### src/rtl/dbg_cmd_decoder.sv
// Debug command decoder: parses CMD/LEN/ADDR(/DATA) frames from a UART byte
// stream and turns them into 32-bit memory writes and reads, streaming read data back.
module dbg_cmd_decoder #(
    parameter logic [7:0] CMD_WRITE = 8'h10,
    parameter logic [7:0] CMD_READ  = 8'h11
) (
    input  logic        clk_i,
    input  logic        rst_i,
    input  logic [7:0]  rx_data_i,
    input  logic        rx_valid_i,
    output logic        rx_accept_o,
    output logic [7:0]  tx_data_o,
    output logic        tx_valid_o,
    input  logic        tx_accept_i,
    output logic [31:0] mem_addr_o,
    output logic        mem_wr_o,
    output logic        mem_rd_o,
    output logic [31:0] mem_wdata_o,
    output logic [3:0]  mem_wstrb_o,
    input  logic        mem_accept_i,
    input  logic        mem_ack_i,
    input  logic [31:0] mem_rdata_i,
    output logic        busy_o,
    output logic        err_o,
    output logic [2:0]  state_o
);

    // Handshakes: a transfer happens on a rising edge where valid and
    // accept/ready are both 1; the source holds data stable until then.
    typedef enum logic [2:0] {
        S_IDLE, S_LEN, S_ADDR, S_WDATA, S_WREQ, S_RREQ, S_RWAIT, S_RSEND
    } state_t;

    state_t      state_q, state_d;
    logic        is_write_q;
    logic [7:0]  remain_q;
    logic [1:0]  idx_q;
    logic [1:0]  lane;
    logic [31:0] addr_q, wdata_q, rdata_q;
    logic [3:0]  wstrb_q;
    logic        err_q;
    logic        rx_ready;
    logic        is_cmd;

    assign lane     = 2'd3 - idx_q;
    assign is_cmd   = (rx_data_i == CMD_WRITE) || (rx_data_i == CMD_READ);
    assign rx_ready = (state_q == S_IDLE) || (state_q == S_LEN) ||
                      (state_q == S_ADDR) || (state_q == S_WDATA);

    always_comb begin
        state_d = state_q;
        case (state_q)
            S_IDLE:  if (rx_valid_i && is_cmd) state_d = S_LEN;
            S_LEN:   if (rx_valid_i) state_d = S_ADDR;
            S_ADDR:
                if (rx_valid_i && idx_q == 2'd3) begin
                    if (remain_q == 8'd0) state_d = S_IDLE;
                    else                  state_d = is_write_q ? S_WDATA : S_RREQ;
                end
            S_WDATA:
                if (rx_valid_i && (idx_q == 2'd3 || remain_q == 8'd1)) state_d = S_WREQ;
            S_WREQ:
                if (mem_accept_i) state_d = (remain_q != 8'd0) ? S_WDATA : S_IDLE;
            S_RREQ:
                if (mem_accept_i) state_d = mem_ack_i ? S_RSEND : S_RWAIT;
            S_RWAIT: if (mem_ack_i) state_d = S_RSEND;
            S_RSEND:
                if (tx_accept_i && (idx_q == 2'd3 || remain_q == 8'd1))
                    state_d = (remain_q == 8'd1) ? S_IDLE : S_RREQ;
            default: state_d = S_IDLE;
        endcase
    end

    always_ff @(posedge clk_i) begin
        if (!rst_i) begin
            state_q    <= S_IDLE;
            is_write_q <= 1'b0;
            remain_q   <= 8'd0;
            idx_q      <= 2'd0;
            addr_q     <= 32'd0;
            wdata_q    <= 32'd0;
            wstrb_q    <= 4'd0;
            rdata_q    <= 32'd0;
            err_q      <= 1'b0;
        end else begin
            state_q <= state_d;
            err_q   <= 1'b0;
            case (state_q)
                S_IDLE:
                    if (rx_valid_i) begin
                        if (is_cmd) is_write_q <= (rx_data_i == CMD_WRITE);
                        else        err_q      <= 1'b1;
                    end
                S_LEN:
                    if (rx_valid_i) begin
                        remain_q <= rx_data_i;
                        idx_q    <= 2'd0;
                    end
                S_ADDR:
                    if (rx_valid_i) begin
                        addr_q  <= {addr_q[23:0], rx_data_i};
                        idx_q   <= idx_q + 2'd1;
                        wdata_q <= 32'd0;
                        wstrb_q <= 4'd0;
                    end
                S_WDATA:
                    if (rx_valid_i) begin
                        wdata_q[{lane, 3'b000} +: 8] <= rx_data_i;
                        wstrb_q[lane]                <= 1'b1;
                        remain_q <= (remain_q != 8'd0) ? remain_q - 8'd1 : 8'd0;
                        idx_q    <= idx_q + 2'd1;
                    end
                S_WREQ:
                    if (mem_accept_i) begin
                        addr_q  <= addr_q + 32'd4;
                        wdata_q <= 32'd0;
                        wstrb_q <= 4'd0;
                        idx_q   <= 2'd0;
                    end
                S_RREQ:
                    if (mem_accept_i && mem_ack_i) begin
                        rdata_q <= mem_rdata_i;
                        idx_q   <= 2'd0;
                    end
                S_RWAIT:
                    if (mem_ack_i) begin
                        rdata_q <= mem_rdata_i;
                        idx_q   <= 2'd0;
                    end
                S_RSEND:
                    if (tx_accept_i) begin
                        remain_q <= (remain_q != 8'd0) ? remain_q - 8'd1 : 8'd0;
                        idx_q    <= idx_q + 2'd1;
                        if (idx_q == 2'd3 || remain_q == 8'd1) addr_q <= addr_q + 32'd4;
                    end
                default: ;
            endcase
        end
    end

    // Outputs are forced low while reset is asserted, not just after the edge.
    assign rx_accept_o = rst_i && rx_ready;
    assign tx_valid_o  = rst_i && (state_q == S_RSEND);
    assign tx_data_o   = {8{rst_i}} & rdata_q[{lane, 3'b000} +: 8];
    assign mem_addr_o  = {32{rst_i}} & addr_q;
    assign mem_wr_o    = rst_i && (state_q == S_WREQ);
    assign mem_rd_o    = rst_i && (state_q == S_RREQ);
    assign mem_wdata_o = {32{rst_i}} & wdata_q;
    assign mem_wstrb_o = {4{rst_i}} & wstrb_q;
    assign busy_o      = rst_i && (state_q != S_IDLE);
    assign err_o       = rst_i && err_q;
    assign state_o     = {3{rst_i}} & state_q;

endmodule

### config.mk
export PLATFORM = sky130hd
export DESIGN_NAME = dbg_cmd_decoder
export DESIGN_NICKNAME = d
export VERILOG_FILES = /design/src/rtl/dbg_cmd_decoder.sv
export SDC_FILE = /design/constraint.sdc
export NUM_CORES = 1
export LEC_CHECK = 0
export ABC_AREA = 1
export BUFFER_PORTS_ARGS = -buffer_cell sky130_fd_sc_hd__buf_2
export CELL_PAD_IN_SITES_DETAIL_PLACEMENT = 1
export CELL_PAD_IN_SITES_GLOBAL_PLACEMENT = 1
export CORE_ASPECT_RATIO = 0.7
export CORE_MARGIN = 2
export CORE_UTILIZATION = 39
export DETAILED_ROUTE_END_ITERATION = 10
export GPL_TIMING_DRIVEN = 0
export PLACE_DENSITY_LB_ADDON = 0.1
export REMOVE_ABC_BUFFERS = 1
export SLEW_MARGIN = 20
export SYNTH_ARGS = -nofsm -noshare
export SYNTH_HDL_FRONTEND = slang
export SYNTH_SLANG_ARGS = --single-unit
### constraint.sdc
create_clock -name clk_i -period 2.4 [get_ports clk_i]
set_clock_uncertainty 0.1 [all_clocks]
set_input_delay 0.12 -clock clk_i [delete_from_list [all_inputs] [get_ports clk_i]]
set_output_delay 0.12 -clock clk_i [all_outputs]
set_load 0.01 [all_outputs]
==> impl_metrics.json <==
{
  "final_util": 0.5086,
  "initial_core_util": 0.3990,
  "crit_chain": "nand2_8 -> inv_4 -> nand2_1 -> nand2_8 -> nor2_2 -> nor2_8 -> nand3_4 -> inv_4 -> nand3_1 -> o21ai_1",
  "power.density_nw_per_um2": 873.2,
  "rsz0062_at_grt": "false",
  "drt-initial-drc-count": 468,
  "synth_area_um2": 6869,
  "post-route-drc-count": 0,
  "drive_gt1_frac": 0.1820,
  "via_per_inst": 5.057,
  "cts.path.max_buffers": 2,
  "h-tree-depth": 4,
  "die_y_um": 115.0,
  "antenna_cells": 0,
  "slew_headroom": 0.5722,
  "fin_crit_ns": 2.276,
  "met3WireLength_um": 1122,
  "floorplan.io_pins": 131,
  "rows": 40,
  "intPower_mw": 4.662,
  "tns_ns": 0,
  "max_stage_delay_ns": 0.45,
  "routed-wl-met2_um": 10490,
  "setup_viol_count_final": 0,
  "grt_first_pass_wirelength_um": 38690,
  "switchingPower_mw": 2.984,
  "worst_slew_pin_slew_ns": 0.6394,
  "required_ns": 2.66,
  "cp.arrival_ns": 2.54,
  "critPathCaptureType": "flip-flop",
  "cts_root_buf": "clkbuf_16",
  "crit_family": "simple AND/OR/NAND/NOR gates",
  "status": "completed",
  "finalMaxSlewViolations": 0,
  "grt_overflow_total": 0,
  "routedWlPerCell_um": 16.38,
  "mostFrequentLayoutCells": "273 x nand2_1, 186 x nor2_1, 152 x inv_1",
  "critPathMaxFanout": 19,
  "clock_power_share": 0.362,
  "hold_viol": 0,
  "vias": 7616,
  "ir_drop_mv": 0.4753,
  "grt_antenna_before_repair": 0,
  "track_usage": 0.2628,
  "period_share": 0.9483,
  "min_path_type": "input port to flip-flop",
  "drv_cap": 0,
  "antenna_left": 0,
  "grt_max_degree": 94,
  "synth_warnings": 0,
  "numCtsBuffers": 17,
  "crit_path_top_delay_cell": "dfxtp_4",
  "finalWirelength_um": 24670,
  "critPathLaunchType": "flip-flop",
  "cts_tree": "built",
  "met1_length_um": 12670,
  "final_area_um2": 8756,
  "ys_types": 40,
  "highest_layer": "met4",
  "leakagePower_nw": 4.514,
  "p_total_mw": 7.646,
  "fin_nets": 1316,
  "syn_inst": 1110,
  "grt_pass1_vias": 7342,
  "critical_path_class": "flip-flop to flip-flop",
  "mostFrequentLayoutCell": "nand2_1",
  "portBuffers": 130,
  "syn_to_final_growth_pct": 27.47,
  "power_frac_seq": 0.321,
  "die_w_um": 162.6,
  "hpwlAfterDp_um": 16610,
  "cts.reportedPaths.clkPinSlew_ns": 0.06,
  "core-area_um2": 17220,
  "whs_ns": 0.05261,
  "combPwrFrac": 0.317,
  "synth_seq_cells": 115,
  "placed_area_um2": 7590,
  "drt_pass1_iterations": 5,
  "max_clock_freq_mhz": 439.4,
  "yosysSeqAreaShare": 0.3352,
  "crit_buf_inv": 2,
  "swShare": 0.3903,
  "clk_latency_ns": 0.43,
  "avgSynthCellArea_um2": 6.188,
  "die_area_um2": 18710,
  "cts_sinks": 115,
  "gp_congestion": 0.8839
}
-- synth_stat cells --
cell / n / area [um^2]
nand2_1: 274 / 1028
nor2_1: 187 / 701.9
inv_1: 155 / 581.8
dfxtp_1: 115 / 2302
o21ai_0: 96 / 480.5
nand3_1: 65 / 325.3
a21oi_1: 43 / 215.2
buf_2: 16 / 80.08
clkbuf_1: 15 / 56.30
nand4_1: 14 / 87.58
nor2_2: 14 / 87.58
o21ai_1: 14 / 70.07
o22ai_1: 14 / 87.58
nor3_1: 9 / 45.04
ha_1: 8 / 100.1
buf_1: 7 / 26.28
nand2_2: 7 / 43.79
xor2_1: 7 / 61.31
buf_6: 6 / 67.56
nand3b_1: 6 / 45.04
inv_2: 5 / 18.77
nand3_2: 5 / 50.05
nor2_4: 4 / 45.04
buf_4: 3 / 22.52
xnor2_1: 3 / 26.28
nand2_8: 2 / 40.04
nor3_4: 2 / 32.53
or2_2: 2 / 12.51
a2111oi_0: 1 / 8.760
a21oi_2: 1 / 8.760
a21oi_4: 1 / 16.27
a22oi_2: 1 / 12.51
clkinv_1: 1 / 3.750
clkinv_2: 1 / 5.000
inv_4: 1 / 6.260
nand3_4: 1 / 17.52
nor2_8: 1 / 20.02
o21ai_2: 1 / 8.760
o21ba_2: 1 / 10.01
o311a_1: 1 / 10.01
-- cell type report --
| class | instances | area (um^2) |
|---|---|---|
| multi-input cells | 786 | 3744 |
| repair buffers | 177 | 1132 |
| flip-flops and latches | 115 | 2317 |
| repair inverters | 2 | 15.01 |
| clock buffers | 20 | 446.7 |
| clock inverters | 12 | 180.2 |
| fillers | 2385 | 8461 |
| well taps | 231 | 289.0 |
| inverters | 163 | 631.9 |
-- flip-flops by register name (all words and copies together), names as in the netlist --
name        cells
addr_q         32
err_q           1
idx_q           2
is_write_q      1
rdata_q        32
remain_q        8
state_q         3
wdata_q        32
wstrb_q         4
-- power by group through the flow --
stage,logic [mW],clock network [mW],registers [mW]
after floorplan,1.58,0,2.36
after global placement,2.21,0,2.46
after detailed placement,2.27,0,2.47
after CTS,2.38,2.79,2.44
after global routing,2.70,2.89,2.49
final,2.42,2.77,2.46
-- logic make-up after synthesis --
family,share of synthesized area
flip-flops,0.3352
adder cells (fa/ha/maj),0.01457
XOR/XNOR,0.01275
buffers and inverters,0.1264
AND/OR/NAND/NOR,0.3760
AO/OA/AOI/OAI,0.1352
-- tightest hold or removal path: stages --
cell and delay [ns]:
buf_2 0.14, nand3_1 0.13, o311a_1 0.15
-- per-stage QoR --
step                      setup WS, ns  cells
final                           0.1240   1506
after global routing         0.0005980   1506
after CTS                      0.01867   1505
after detailed placement       -0.9369   1425
after global placement          -1.813   1424
after floorplan                0.06727   1063
-- final timing paths --
kind | from | endpoint | slack (ns) | depth (start not counted)
min reg2reg | wstrb_q[1]$_SDFFE_PN0P_ | wstrb_q[1]$_SDFFE_PN0P_ | 0.35 | 2
max | state_q[0]$_SDFFE_PN0P_ | addr_q[22]$_SDFFE_PN0P_ | 0.12 | 10
max reg2reg | state_q[0]$_SDFFE_PN0P_ | addr_q[22]$_SDFFE_PN0P_ | 0.12 | 10
min | rx_valid_i | is_write_q$_SDFFE_PN0P_ | 0.05 | 3
-- layer usage --
metal  vias up  global-route usage
met4         0             0.07198
li1       3775                   -
met3        31             0.04437
met1      3628              0.3868
met5         -                   0
met2       182              0.3966
-- what timing repair did --
item,4_1_cts,5_1_grt
pin swaps,0,1
gates cloned,2,1
gates resized for setup,15,11
hold buffers,41,0
buffers inserted,5,0
hold endpoints to repair,49,0
endpoints found under the setup margin,110,75
Power figures use the tool's default switching activity.
